[src/rtl/fp_pkg.sv]
// Shared floating-point definitions: one-hot class flag bit positions and the
// exponent bias for a given exponent field width.
package fp_pkg;

   localparam int FLAG_NAN  = 3;
   localparam int FLAG_ZERO = 2;
   localparam int FLAG_INF  = 1;
   localparam int FLAG_NORM = 0;

   function automatic int fp_bias(input int exp_width);
      return (1 << (exp_width - 1)) - 1;
   endfunction

endpackage

[src/rtl/fp_classify.sv]
// Combinational unpack of one IEEE-style operand into sign/exp/sig and a
// one-hot class flag. Subnormals (exp=0) are reported as ZERO.
module fp_classify
   import fp_pkg::*;
#(
   parameter int EXP_WIDTH  = 8,
   parameter int SIG_WIDTH  = 7,
   parameter int FLAG_WIDTH = 4
) (
   input  logic [EXP_WIDTH+SIG_WIDTH:0] i_data,
   output logic                         o_sign,
   output logic [EXP_WIDTH-1:0]         o_exp,
   output logic [SIG_WIDTH-1:0]         o_sig,
   output logic [FLAG_WIDTH-1:0]        o_flag
);

   assign o_sign = i_data[EXP_WIDTH+SIG_WIDTH];
   assign o_exp  = i_data[EXP_WIDTH+SIG_WIDTH-1 -: EXP_WIDTH];
   assign o_sig  = i_data[SIG_WIDTH-1:0];

   always_comb begin
      o_flag = '0;
      if (o_exp == '0) begin
         o_flag[FLAG_ZERO] = 1'b1;
      end else if (&o_exp) begin
         if (o_sig == '0) o_flag[FLAG_INF] = 1'b1;
         else             o_flag[FLAG_NAN] = 1'b1;
      end else begin
         o_flag[FLAG_NORM] = 1'b1;
      end
   end

endmodule

[src/rtl/fp_mul_pipe.sv]
// Three-stage pipelined floating-point multiplier (bf16 by default) with
// round-to-nearest-even, overflow/underflow saturation and valid/ready stream.
module fp_mul_pipe
   import fp_pkg::*;
#(
   parameter int EXP_WIDTH  = 8,
   parameter int SIG_WIDTH  = 7,
   parameter int FLAG_WIDTH = 4,
   parameter int TAG_WIDTH  = 4
) (
   input  logic                            i_clk,
   input  logic                            i_rst_n,
   input  logic                            i_valid,
   output logic                            o_ready,
   input  logic [EXP_WIDTH+SIG_WIDTH:0]    i_data_a,
   input  logic [EXP_WIDTH+SIG_WIDTH:0]    i_data_b,
   input  logic [TAG_WIDTH-1:0]            i_tag,
   output logic                            o_valid,
   input  logic                            i_ready,
   output logic [EXP_WIDTH+SIG_WIDTH:0]    o_data,
   output logic [FLAG_WIDTH-1:0]           o_flag,
   output logic [TAG_WIDTH-1:0]            o_tag
);

   localparam int W   = 1 + EXP_WIDTH + SIG_WIDTH;
   localparam int EW2 = EXP_WIDTH + 2;
   localparam int MW  = SIG_WIDTH + 1;
   localparam int PW  = 2 * MW;
   localparam logic signed [EW2-1:0] BIAS_S    = EW2'(fp_bias(EXP_WIDTH));
   localparam logic signed [EW2-1:0] EXP_MAX_S = EW2'((1 << EXP_WIDTH) - 1);

   logic                  sign_a, sign_b;
   logic [EXP_WIDTH-1:0]  exp_a, exp_b;
   logic [SIG_WIDTH-1:0]  sig_a, sig_b;
   logic [FLAG_WIDTH-1:0] flag_a, flag_b;

   fp_classify #(.EXP_WIDTH(EXP_WIDTH), .SIG_WIDTH(SIG_WIDTH), .FLAG_WIDTH(FLAG_WIDTH)) u_cls_a (
      .i_data(i_data_a), .o_sign(sign_a), .o_exp(exp_a), .o_sig(sig_a), .o_flag(flag_a));
   fp_classify #(.EXP_WIDTH(EXP_WIDTH), .SIG_WIDTH(SIG_WIDTH), .FLAG_WIDTH(FLAG_WIDTH)) u_cls_b (
      .i_data(i_data_b), .o_sign(sign_b), .o_exp(exp_b), .o_sig(sig_b), .o_flag(flag_b));

   logic adv;

   // S1 state
   logic                  s1_valid_q, s1_valid_d, s1_sign_q, s1_sign_d, s1_spec_q, s1_spec_d;
   logic signed [EW2-1:0] s1_esum_q, s1_esum_d;
   logic [MW-1:0]         s1_man_a_q, s1_man_a_d, s1_man_b_q, s1_man_b_d;
   logic [FLAG_WIDTH-1:0] s1_flag_q, s1_flag_d;
   logic [W-1:0]          s1_data_q, s1_data_d;
   logic [TAG_WIDTH-1:0]  s1_tag_q, s1_tag_d;
   // S2 state
   logic                  s2_valid_q, s2_valid_d, s2_sign_q, s2_sign_d, s2_spec_q, s2_spec_d;
   logic signed [EW2-1:0] s2_esum_q, s2_esum_d;
   logic [PW-1:0]         s2_prod_q, s2_prod_d;
   logic [FLAG_WIDTH-1:0] s2_flag_q, s2_flag_d;
   logic [W-1:0]          s2_data_q, s2_data_d;
   logic [TAG_WIDTH-1:0]  s2_tag_q, s2_tag_d;
   // S3 / output state
   logic                  out_valid_q, out_valid_d;
   logic [W-1:0]          out_data_q, out_data_d;
   logic [FLAG_WIDTH-1:0] out_flag_q, out_flag_d;
   logic [TAG_WIDTH-1:0]  out_tag_q, out_tag_d;

   // S3 combinational intermediates
   logic                  prod_msb, guard, sticky, rnd;
   logic [SIG_WIDTH-1:0]  frac;
   logic [SIG_WIDTH:0]    frac_r;
   logic signed [EW2-1:0] exp_f;

   assign adv     = ~out_valid_q | i_ready;
   assign o_ready = adv;
   assign o_valid = out_valid_q;
   assign o_data  = out_data_q;
   assign o_flag  = out_flag_q;
   assign o_tag   = out_tag_q;

   always_comb begin
      s1_valid_d = s1_valid_q; s1_sign_d = s1_sign_q; s1_spec_d = s1_spec_q;
      s1_esum_d  = s1_esum_q;  s1_man_a_d = s1_man_a_q; s1_man_b_d = s1_man_b_q;
      s1_flag_d  = s1_flag_q;  s1_data_d = s1_data_q; s1_tag_d = s1_tag_q;
      if (adv) begin
         s1_valid_d = i_valid;
         s1_tag_d   = i_tag;
         s1_sign_d  = sign_a ^ sign_b;
         s1_esum_d  = EW2'(exp_a) + EW2'(exp_b);
         s1_man_a_d = {1'b1, sig_a};
         s1_man_b_d = {1'b1, sig_b};
         s1_spec_d  = 1'b1;
         s1_flag_d  = '0;
         s1_data_d  = '0;
         // NaN wins, then 0*inf (also NaN), then zero, then infinity.
         if (flag_a[FLAG_NAN] | flag_b[FLAG_NAN] | (flag_a[FLAG_ZERO] & flag_b[FLAG_INF]) |
             (flag_a[FLAG_INF] & flag_b[FLAG_ZERO])) begin
            s1_flag_d[FLAG_NAN] = 1'b1;
            s1_data_d = {sign_a ^ sign_b, {EXP_WIDTH{1'b1}}, {SIG_WIDTH{1'b1}}};
         end else if (flag_a[FLAG_ZERO] | flag_b[FLAG_ZERO]) begin
            s1_flag_d[FLAG_ZERO] = 1'b1;
            s1_data_d = {sign_a ^ sign_b, {(W-1){1'b0}}};
         end else if (flag_a[FLAG_INF] | flag_b[FLAG_INF]) begin
            s1_flag_d[FLAG_INF] = 1'b1;
            s1_data_d = {sign_a ^ sign_b, {EXP_WIDTH{1'b1}}, {SIG_WIDTH{1'b0}}};
         end else begin
            s1_spec_d = 1'b0;
         end
      end
   end

   always_comb begin
      s2_valid_d = s2_valid_q; s2_sign_d = s2_sign_q; s2_spec_d = s2_spec_q;
      s2_esum_d  = s2_esum_q;  s2_prod_d = s2_prod_q; s2_flag_d = s2_flag_q;
      s2_data_d  = s2_data_q;  s2_tag_d  = s2_tag_q;
      if (adv) begin
         s2_valid_d = s1_valid_q; s2_sign_d = s1_sign_q; s2_spec_d = s1_spec_q;
         s2_esum_d  = s1_esum_q;  s2_flag_d = s1_flag_q; s2_data_d = s1_data_q;
         s2_tag_d   = s1_tag_q;
         s2_prod_d  = PW'(s1_man_a_q) * PW'(s1_man_b_q);
      end
   end

   always_comb begin
      prod_msb = s2_prod_q[PW-1];
      frac     = prod_msb ? s2_prod_q[PW-2 -: SIG_WIDTH] : s2_prod_q[PW-3 -: SIG_WIDTH];
      guard    = prod_msb ? s2_prod_q[PW-2-SIG_WIDTH] : s2_prod_q[PW-3-SIG_WIDTH];
      sticky   = prod_msb ? (|s2_prod_q[PW-3-SIG_WIDTH:0]) : (|s2_prod_q[PW-4-SIG_WIDTH:0]);
      rnd      = guard & (sticky | frac[0]);
      // A carry out of the rounded fraction leaves the low bits at zero, which
      // is already the correctly re-normalised fraction.
      frac_r   = {1'b0, frac} + (SIG_WIDTH+1)'(rnd);
      exp_f    = s2_esum_q + EW2'(prod_msb) + EW2'(frac_r[SIG_WIDTH]) - BIAS_S;

      out_valid_d = out_valid_q; out_data_d = out_data_q;
      out_flag_d  = out_flag_q;  out_tag_d  = out_tag_q;
      if (adv) begin
         out_valid_d = s2_valid_q;
         out_tag_d   = s2_tag_q;
         out_flag_d  = '0;
         if (s2_spec_q) begin
            out_flag_d = s2_flag_q;
            out_data_d = s2_data_q;
         end else if (exp_f >= EXP_MAX_S) begin
            out_flag_d[FLAG_INF] = 1'b1;
            out_data_d = {s2_sign_q, {EXP_WIDTH{1'b1}}, {SIG_WIDTH{1'b0}}};
         end else if (exp_f[EW2-1] || (exp_f == '0)) begin
            out_flag_d[FLAG_ZERO] = 1'b1;
            out_data_d = {s2_sign_q, {(W-1){1'b0}}};
         end else begin
            out_flag_d[FLAG_NORM] = 1'b1;
            out_data_d = {s2_sign_q, exp_f[EXP_WIDTH-1:0], frac_r[SIG_WIDTH-1:0]};
         end
      end
   end

   always_ff @(posedge i_clk or negedge i_rst_n) begin
      if (!i_rst_n) begin
         s1_valid_q <= 1'b0; s1_sign_q <= 1'b0; s1_spec_q <= 1'b0; s1_esum_q <= '0;
         s1_man_a_q <= '0;   s1_man_b_q <= '0;  s1_flag_q <= '0;   s1_data_q <= '0;
         s1_tag_q   <= '0;
         s2_valid_q <= 1'b0; s2_sign_q <= 1'b0; s2_spec_q <= 1'b0; s2_esum_q <= '0;
         s2_prod_q  <= '0;   s2_flag_q <= '0;   s2_data_q <= '0;   s2_tag_q  <= '0;
         out_valid_q <= 1'b0; out_data_q <= '0; out_flag_q <= '0;  out_tag_q <= '0;
      end else begin
         s1_valid_q <= s1_valid_d; s1_sign_q <= s1_sign_d; s1_spec_q <= s1_spec_d;
         s1_esum_q  <= s1_esum_d;  s1_man_a_q <= s1_man_a_d; s1_man_b_q <= s1_man_b_d;
         s1_flag_q  <= s1_flag_d;  s1_data_q <= s1_data_d; s1_tag_q <= s1_tag_d;
         s2_valid_q <= s2_valid_d; s2_sign_q <= s2_sign_d; s2_spec_q <= s2_spec_d;
         s2_esum_q  <= s2_esum_d;  s2_prod_q <= s2_prod_d; s2_flag_q <= s2_flag_d;
         s2_data_q  <= s2_data_d;  s2_tag_q  <= s2_tag_d;
         out_valid_q <= out_valid_d; out_data_q <= out_data_d;
         out_flag_q  <= out_flag_d;  out_tag_q  <= out_tag_d;
      end
   end

endmodule

[config.mk]
export PLATFORM = sky130hd
export DESIGN_NAME = fp_mul_pipe
export DESIGN_NICKNAME = d
export VERILOG_FILES = /design/src/rtl/fp_pkg.sv /design/src/rtl/fp_classify.sv /design/src/rtl/fp_mul_pipe.sv
export SDC_FILE = /design/constraint.sdc
export NUM_CORES = 1
export LEC_CHECK = 0
export ABC_AREA = 1
export BUFFER_PORTS_ARGS = -buffer_cell sky130_fd_sc_hd__buf_2
export CORE_AREA = 2 2 111 113
export CTS_CLUSTER_SIZE = 8
export DETAILED_ROUTE_END_ITERATION = 12
export DIE_AREA = 0 0 113 115
export GPL_ROUTABILITY_DRIVEN = 0
export PLACE_DENSITY = 0.82
export SLEW_MARGIN = 20
export SYNTH_ARGS = -nofsm -noshare
export SYNTH_HDL_FRONTEND = slang
export SYNTH_SLANG_ARGS = --single-unit
[constraint.sdc]
create_clock -name i_clk -period 6.95 [get_ports i_clk]
set_input_delay 1.0425 -clock i_clk [delete_from_list [all_inputs] [get_ports i_clk]]
set_output_delay 1.0425 -clock i_clk [all_outputs]
set_load 0.005 [all_outputs]
==> flow_summary.yaml, run 1 <==
status:
  outcome: "finished with violations"
  failed_checks: "design-rule violations"
setup_path:
  crit_chain: "nand2_1 -> fa_1 -> fa_1 -> inv_1 -> fa_1 -> inv_1 -> fa_1 -> inv_1 -> ha_1 -> a21oi_1 -> a21boi_0 -> o21ai_0 -> nand3_1 -> nand2_1 -> nand2_1 -> nand3_1 -> nand2_1"
  timing.critical_path.to_type: "flip-flop"
  slowest_cell_on_the_critical_path: "sky130_fd_sc_hd__dfrtp_1"
  r2r_path_end: "s2_prod_q[12]"
  reg2reg_setup_slack_ns: 2.41
  worst_ep_required_time_ns: 7.24
  crit_path_launch_type: "flip-flop"
  timing.critical_path.slowest_cell_delay_ns: 0.66
  r2r_start: "s1_man_a_q[7]"
  worstSetupEndpoint: "s2_prod_q[12]"
  crit_arrival_ns: 4.83
  timing.critical_path.from: "s1_man_a_q[7]"
  depth_of_the_most_critical_reg_to_reg_path: 17
  path_max_fanout: 16
  path_class: "flip-flop to flip-flop"
clock_tree:
  cts_resized: 0
  path_clk_slew_ns: 0.07
  clkLatencyLatePin_ns: 0.36
  clock-root-buffer: "sky130_fd_sc_hd__clkbuf_16"
  cts_tree: "yes"
  max-clock-path-buffers: 2
  cts_made_buffers: 9
  holdBufCountCts: 0
  cts_setup_buffers: 0
  clock_tree.htree_level_count: 3
  tritoncts_num_sinks: 98
logic_synthesis:
  synth_edf_count: 0
  synth.cell_area_um2: 7150
  synthDistinctLibCells: 36
  post_synth_inst_count: 963
  synthesis.area_per_instance_um2: 7.42
  syn_nets: 1091
  ys.flop_type: "sky130_fd_sc_hd__dfrtp_1"
  synthArstFlopShare_pct: 100
  synth_seq_area_share_pct: 34.3
  synth.ff_latch_count: 98
  synth.yosys.warnings: 0
detailed_routing:
  route.vias.total: 5891
  postRouteWirelength_mm: 14.1
  first_iter_violations: 374
  drt_pre_antenna_iters: 9
  detail_route.vias_per_cell: 5.10
  number_of_antenna_violating_nets_in_the_routed_design: 0
  drcViolationCount: 9
  drt-wirelength-per-cell_um: 12.2
timing:
  final.setup_skew_ns: 0.00781
  relSlewSlack_pct: 44.1
  setup_tns_ns: 0
  rsz0062_at_grt: "false"
  setup_ws_ns: 2.41
  min_period_over_period_pct: 65.3
  final_max_slew_viols: 0
  hold_viol: 0
  setup_viol: 0
  max_freq_ghz: 0.220
  worst_pin_slew_ns: 0.839
  period_needed_ns: 4.54
  finalHoldWorstSlack_ns: 0.458
grt:
  grt-ovfl-total: 0
  first_global_vias: 5641
  grt_pass1_wl_mm: 25.4
  grt_max_degree: 93
  grt_usage_pct: 23.9
  grt_antenna_before_repair: 0
layout:
  fraction_of_final_layout_cells_sized_beyond_drive_strength_1_pct: 9.91
  fill_cells: 1005
  multi_input_comb_area_um2: 3870
  area_growth_pct: 9.28
  final_design_area_no_fill_um2: 7810
  fin_cells: 1156
  nets: 1132
  regArea_um2: 2450
  finalCoreUtilization_pct: 66.1
  num_antenna_cells: 0
power:
  power_frac_comb_pct: 64.6
  max-vdd-ir-drop_mv: 0.318
  power_switching_share_pct: 48.6
  power-per-cell-area_nw_per_um2: 512
  share_clk_of_total_power_pct: 12.0
  power.total_mw: 4.00
  internal_power_mw: 2.05
  power.net_switching_mw: 1.94
  seq_power_share_pct: 23.5
  p_leak_nw: 4.57
placement:
  dp_slack_ns: 2.42
  placed_cells_incl_taps: 1140
  placedInstanceArea_um2: 7530
  place_hpwl_mm: 10.5
  place.port_buffers: 65
floorplan:
  ioPinCount: 66
  initial_core_utilization_pct: 60.5
  die_height_um: 115
  die_width_um: 113
  row_count: 40
  core_area_um2: 11800
  fp.dieArea_um2: 13000
min_path:
  holdCritPathClass: "flip-flop to flip-flop"
flow_run:
  cap_violations: 0
==> layout make-up <==
type | count | area share [%]
Clock buffer | 10 | 2.93
Clock inverter | 6 | 0.641
Tap cell | 147 | 2.35
Sequential cell | 98 | 31.4
Timing Repair Buffer | 68 | 4.48
Inverter | 179 | 8.60
Multi-Input combinational cell | 648 | 49.6
==> Yosys cell counts, types with 2 or more instances <==
library cell / number / share of area [%]
sky130_fd_sc_hd__a21oi_1: 19 / 1.3
sky130_fd_sc_hd__or2_2: 4 / 0.35
sky130_fd_sc_hd__fa_1: 38 / 11
sky130_fd_sc_hd__nor4_1: 2 / 0.17
sky130_fd_sc_hd__xnor2_1: 5 / 0.61
sky130_fd_sc_hd__buf_1: 7 / 0.37
sky130_fd_sc_hd__nand4_1: 11 / 0.96
sky130_fd_sc_hd__o21ai_0: 62 / 4.3
sky130_fd_sc_hd__nand3_1: 41 / 2.9
sky130_fd_sc_hd__nor3_1: 5 / 0.35
sky130_fd_sc_hd__o211ai_1: 4 / 0.42
sky130_fd_sc_hd__nand2_1: 316 / 17
sky130_fd_sc_hd__inv_1: 178 / 9.3
sky130_fd_sc_hd__clkbuf_1: 26 / 1.4
sky130_fd_sc_hd__xor2_1: 12 / 1.5
sky130_fd_sc_hd__ha_1: 50 / 8.8
sky130_fd_sc_hd__buf_2: 3 / 0.21
sky130_fd_sc_hd__nor2_1: 61 / 3.2
sky130_fd_sc_hd__nand2_2: 2 / 0.17
sky130_fd_sc_hd__nor2_2: 2 / 0.17
sky130_fd_sc_hd__dfrtp_1: 98 / 34
sky130_fd_sc_hd__nand3_2: 2 / 0.28
sky130_fd_sc_hd__a21boi_0: 2 / 0.21
==> flip-flops by register name, indices dropped and copies added, names as in the netlist, 2 cells and up <==
signal and count:
s1_data_q 3, s1_esum_q 9, s2_tag_q 4, o_tag 4, s1_man_b_q 7, s2_data_q 3, o_flag 4, s2_flag_q 2
s1_tag_q 4, s1_man_a_q 8, s2_prod_q 16, s1_flag_q 2, o_data 16, s2_esum_q 9
==> kinds of logic (layout without fill, tap and decap cells) <==
logic type	count (synthesis)	count (layout)	synth area share, %
flops	98	98	34.3
xor+xnor	17	17	2.08
compound gates	93	93	6.93
simple gates	450	450	25.7
fa+ha+maj	88	88	19.4
buf+inv	217	263	11.6
==> worst min path at each step <==
stage	depth (start not counted)	startpoint	end
2_1_floorplan	2	s2_valid_q	o_valid
3_3_place_gp	2	s2_valid_q	o_valid
3_5_place_dp	2	s2_valid_q	o_valid
4_1_cts	2	s2_valid_q	o_valid
5_1_grt	2	s2_valid_q	o_valid
6_report	2	s2_valid_q	o_valid
==> placed cells by master, fill, tap and decap left out <==
cell and instances:
sky130_fd_sc_hd__nor2_2 2, sky130_fd_sc_hd__clkbuf_16 9, sky130_fd_sc_hd__nor2_1 60, sky130_fd_sc_hd__nand3_1 41, sky130_fd_sc_hd__buf_2 64, sky130_fd_sc_hd__fa_1 38
sky130_fd_sc_hd__dfrtp_1 98, sky130_fd_sc_hd__nand2_1 316, sky130_fd_sc_hd__o21ai_1 1, sky130_fd_sc_hd__a21boi_0 2, sky130_fd_sc_hd__a31o_2 1, sky130_fd_sc_hd__nor3_1 5
sky130_fd_sc_hd__o21ai_0 62, sky130_fd_sc_hd__nor3_2 1, sky130_fd_sc_hd__o211ai_1 4, sky130_fd_sc_hd__inv_6 2, sky130_fd_sc_hd__nand3b_1 1, sky130_fd_sc_hd__clkbuf_1 1
sky130_fd_sc_hd__clkinvlp_4 2, sky130_fd_sc_hd__nand4_1 11, sky130_fd_sc_hd__buf_4 4, sky130_fd_sc_hd__nand2_4 1, sky130_fd_sc_hd__a22oi_1 1, sky130_fd_sc_hd__inv_1 178
sky130_fd_sc_hd__nor2_4 2, sky130_fd_sc_hd__o21ai_2 1, sky130_fd_sc_hd__xnor2_1 5, sky130_fd_sc_hd__nor4_1 2, sky130_fd_sc_hd__inv_2 1, sky130_fd_sc_hd__nand3_2 2
sky130_fd_sc_hd__ha_1 50, sky130_fd_sc_hd__nand2_2 2, sky130_fd_sc_hd__o31ai_1 1, sky130_fd_sc_hd__clkinv_4 2, sky130_fd_sc_hd__xor2_1 12, sky130_fd_sc_hd__or2_2 4
sky130_fd_sc_hd__a211oi_1 1, sky130_fd_sc_hd__a21oi_1 19
==> layer usage <==
| layer | global-route usage, % | up-vias | routed length [um] |
|---|---|---|---|
| li1 | - | 3009 | - |
| met5 | 0 | - | 0 |
| met1 | 32.8 | 2744 | 6800 |
| met2 | 39.9 | 122 | 6510 |
| met3 | 2.90 | 16 | 545 |
| met4 | 8.05 | 0 | 210 |
==> power by group through the flow <==
| stage | Clock (mW) | Combinational (mW) | Sequential (mW) |
|---|---|---|---|
| after floorplan | 0 | 2.09 | 0.874 |
| after global placement | 0 | 2.49 | 0.937 |
| after detailed placement | 0 | 2.57 | 0.947 |
| after CTS | 0.484 | 2.60 | 0.937 |
| after global routing | 0.510 | 3.05 | 0.968 |
| final | 0.479 | 2.58 | 0.938 |
==> worst max-delay path, delay by kind of cell (launching register included) <==
kind                     cells  cell delay [ns]
AO/OA/AOI/OAI                3             0.65
flip-flops                   1             0.66
AND/OR/NAND/NOR              6             0.54
buffers and inverters        3             0.15
adder cells (fa/ha/maj)      5             2.45
(Power assumes the default switching activity.)
==> run 2, diff against run 1 <==
--- a/config.mk
+++ b/config.mk
@@ -7,12 +7,12 @@
 export LEC_CHECK = 0
 export ABC_AREA = 1
 export BUFFER_PORTS_ARGS = -buffer_cell sky130_fd_sc_hd__buf_2
-export CORE_AREA = 2 2 111 113
+export CORE_AREA = 2 2 112 114
 export CTS_CLUSTER_SIZE = 8
 export DETAILED_ROUTE_END_ITERATION = 12
-export DIE_AREA = 0 0 113 115
+export DIE_AREA = 0 0 114 116
 export GPL_ROUTABILITY_DRIVEN = 0
-export PLACE_DENSITY = 0.82
+export PLACE_DENSITY = 0.81
 export SLEW_MARGIN = 20
 export SYNTH_ARGS = -nofsm -noshare
 export SYNTH_HDL_FRONTEND = slang
==> constraint.sdc (replaced) <==
create_clock -name i_clk -period 4.46 [get_ports i_clk]
set_input_delay 0.669 -clock i_clk [delete_from_list [all_inputs] [get_ports i_clk]]
set_output_delay 0.669 -clock i_clk [all_outputs]
set_load 0.005 [all_outputs]
==> run 2 against run 1 <==
The run now ends clean; count of clock-buffer cells in the layout up 1; final area up 0.75%; core utilization down 0.062 points; worst setup slack worse by 2.2 ns; maximum frequency up 6.4%; sequential share of layout area down 0.17 points; global-route usage up 0.21 points; register-to-register slack worse by 2.2 ns; clock skew up 0.0011 ns; clock power up 71%; largest cell class unchanged; largest power group unchanged.
==> flow_summary.yaml, run 2 (synthesized netlist as in run 1, its figures left out) <==
status:
  outcome: "completed"
grt:
  grt_max_degree: 92
  grt_usage_pct: 24.1
  first_global_vias: 5646
  grt-ovfl-total: 0
  grt_antenna_before_repair: 0
  grt_pass1_wl_mm: 25.6
clock_tree:
  max-clock-path-buffers: 2
  cts_setup_buffers: 0
  clock_tree.htree_level_count: 3
  cts_made_buffers: 9
  path_clk_slew_ns: 0.07
  holdBufCountCts: 0
  clock-root-buffer: "sky130_fd_sc_hd__clkbuf_16"
  cts_resized: 0
  cts_tree: "yes"
  tritoncts_num_sinks: 98
  clkLatencyLatePin_ns: 0.35
setup_path:
  r2r_start: "s1_man_a_q[3]"
  worst_ep_required_time_ns: 4.70
  r2r_path_end: "s2_prod_q[12]"
  crit_path_launch_type: "flip-flop"
  reg2reg_setup_slack_ns: 0.19
  critical_path.most_common_cell: "sky130_fd_sc_hd__inv_1"
  path_max_fanout: 9
  timing.critical_path.to_type: "flip-flop"
  slowest_cell_on_the_critical_path: "sky130_fd_sc_hd__fa_1"
  depth_of_the_most_critical_reg_to_reg_path: 18
  crit_arrival_ns: 4.50
  crit_chain: "nand2_1 -> inv_1 -> fa_1 -> inv_1 -> fa_1 -> inv_1 -> fa_1 -> inv_1 -> fa_1 -> inv_1 -> ha_1 -> a21oi_1 -> a21boi_1 -> o21ai_0 -> nand3_1 -> nand3_1 -> nand3_1 -> nand2_1"
  timing.critical_path.slowest_cell_delay_ns: 0.54
  path_class: "flip-flop to flip-flop"
layout:
  multi_input_comb_area_um2: 3870
  fraction_of_final_layout_cells_sized_beyond_drive_strength_1_pct: 10.4
  area_growth_pct: 10.1
  regArea_um2: 2460
  commonest_non_fill_non_tap_cells_in_the_layout: "sky130_fd_sc_hd__nand2_1, sky130_fd_sc_hd__inv_1, sky130_fd_sc_hd__dfrtp_1"
  num_antenna_cells: 0
  nets: 1135
  layout_commonest_cell: "sky130_fd_sc_hd__nand2_1"
  fill_cells: 1027
detailed_routing:
  route.vias.total: 5859
  first_iter_violations: 332
  drt_pre_antenna_iters: 5
  drt-wirelength-per-cell_um: 12.6
  detail_route.vias_per_cell: 5.06
  drcViolationCount: 0
  postRouteWirelength_mm: 14.6
  number_of_antenna_violating_nets_in_the_routed_design: 0
placement:
  place.port_buffers: 65
  place_hpwl_mm: 11.0
timing:
  worst_pin_slew_ns: 0.832
  finalHoldWorstSlack_ns: 0.404
  final.setup_skew_ns: 0.00894
  hold_viol: 0
  rsz0062_at_grt: "false"
  setup_tns_ns: 0
  max_freq_ghz: 0.234
  min_period_over_period_pct: 95.6
  final_max_slew_viols: 0
  setup_viol: 0
  relSlewSlack_pct: 44.5
  period_needed_ns: 4.27
floorplan:
  row_count: 40
  ioPinCount: 66
  die_width_um: 114
  die_height_um: 116
  fp.dieArea_um2: 13200
  initial_core_utilization_pct: 60.0
  core_area_um2: 11900
power:
  share_clk_of_total_power_pct: 12.9
  power_frac_comb_pct: 64.1
  power.net_switching_mw: 3.01
  power-per-cell-area_nw_per_um2: 804
  power_switching_share_pct: 47.5
  max-vdd-ir-drop_mv: 0.441
  p_leak_nw: 4.60
  seq_power_share_pct: 22.9
  internal_power_mw: 3.32
flow_run:
  cap_violations: 0
min_path:
  holdCritPathClass: "input pin to asynchronous set/reset pin"
==> run 2: worst max path at each step <==
stage / startpoint / endpoint / slack [ns]
CTS: s1_man_b_q[4] / s2_prod_q[12] / 0.12
detailed placement: s1_man_b_q[4] / s2_prod_q[12] / 0.16
global route: s1_man_a_q[3] / s2_prod_q[12] / 0.009
floorplan: s1_man_a_q[7] / s2_prod_q[12] / 0.12
finish: s1_man_a_q[3] / s2_prod_q[12] / 0.19
global placement: s1_man_a_q[3] / s2_prod_q[12] / 0.24
==> run 2: routing by layer <==
metal	part of all wire [%]	GRT usage [%]	vias up
met5	0	0	-
met4	1.3	6.59	0
met3	4.3	3.77	18
met2	47	40.6	127
met1	48	32.8	2692
li1	-	-	3022
==> run 2: cell type report <==
class                           instances  share of cell area [%]
Multi-Input combinational cell        648                    49.2
Clock buffer                           11                    2.96
Sequential cell                        98                    31.2
Tap cell                              147                    2.34
Timing Repair Buffer                   71                    4.74
Clock inverter                          4                   0.986
Inverter                              179                    8.54
==> run 2: through the flow <==
step	utilization, %	area (um^2)	power [mW]	setup slack, ns	cells
final	66.1	7870	6.33	0.194	1158
after global routing	66.1	7870	7.14	0.00919	1158
after CTS	66.0	7870	6.34	0.115	1158
after detailed placement	63.4	7560	5.47	0.156	1143
after global placement	63.4	7560	5.36	0.242	1143
after floorplan	-	7150	4.62	0.121	963
==> run 2: power by group through the flow <==
| stage | Sequential, mW | Clock (mW) | Combinational [mW] |
|---|---|---|---|
| finish | 1.45 | 0.818 | 4.06 |
| global route | 1.49 | 0.871 | 4.77 |
| CTS | 1.45 | 0.830 | 4.06 |
| detailed placement | 1.46 | 0 | 4.01 |
| global placement | 1.45 | 0 | 3.92 |
| floorplan | 1.36 | 0 | 3.26 |
==> run 2: worst max-delay path: cells and delay by family (launching register included) <==
kind,cells,cell delay (ns)
fa+ha+maj,5,2.39
compound gates,3,0.59
flops,1,0.47
simple gates,5,0.44
buf+inv,5,0.25
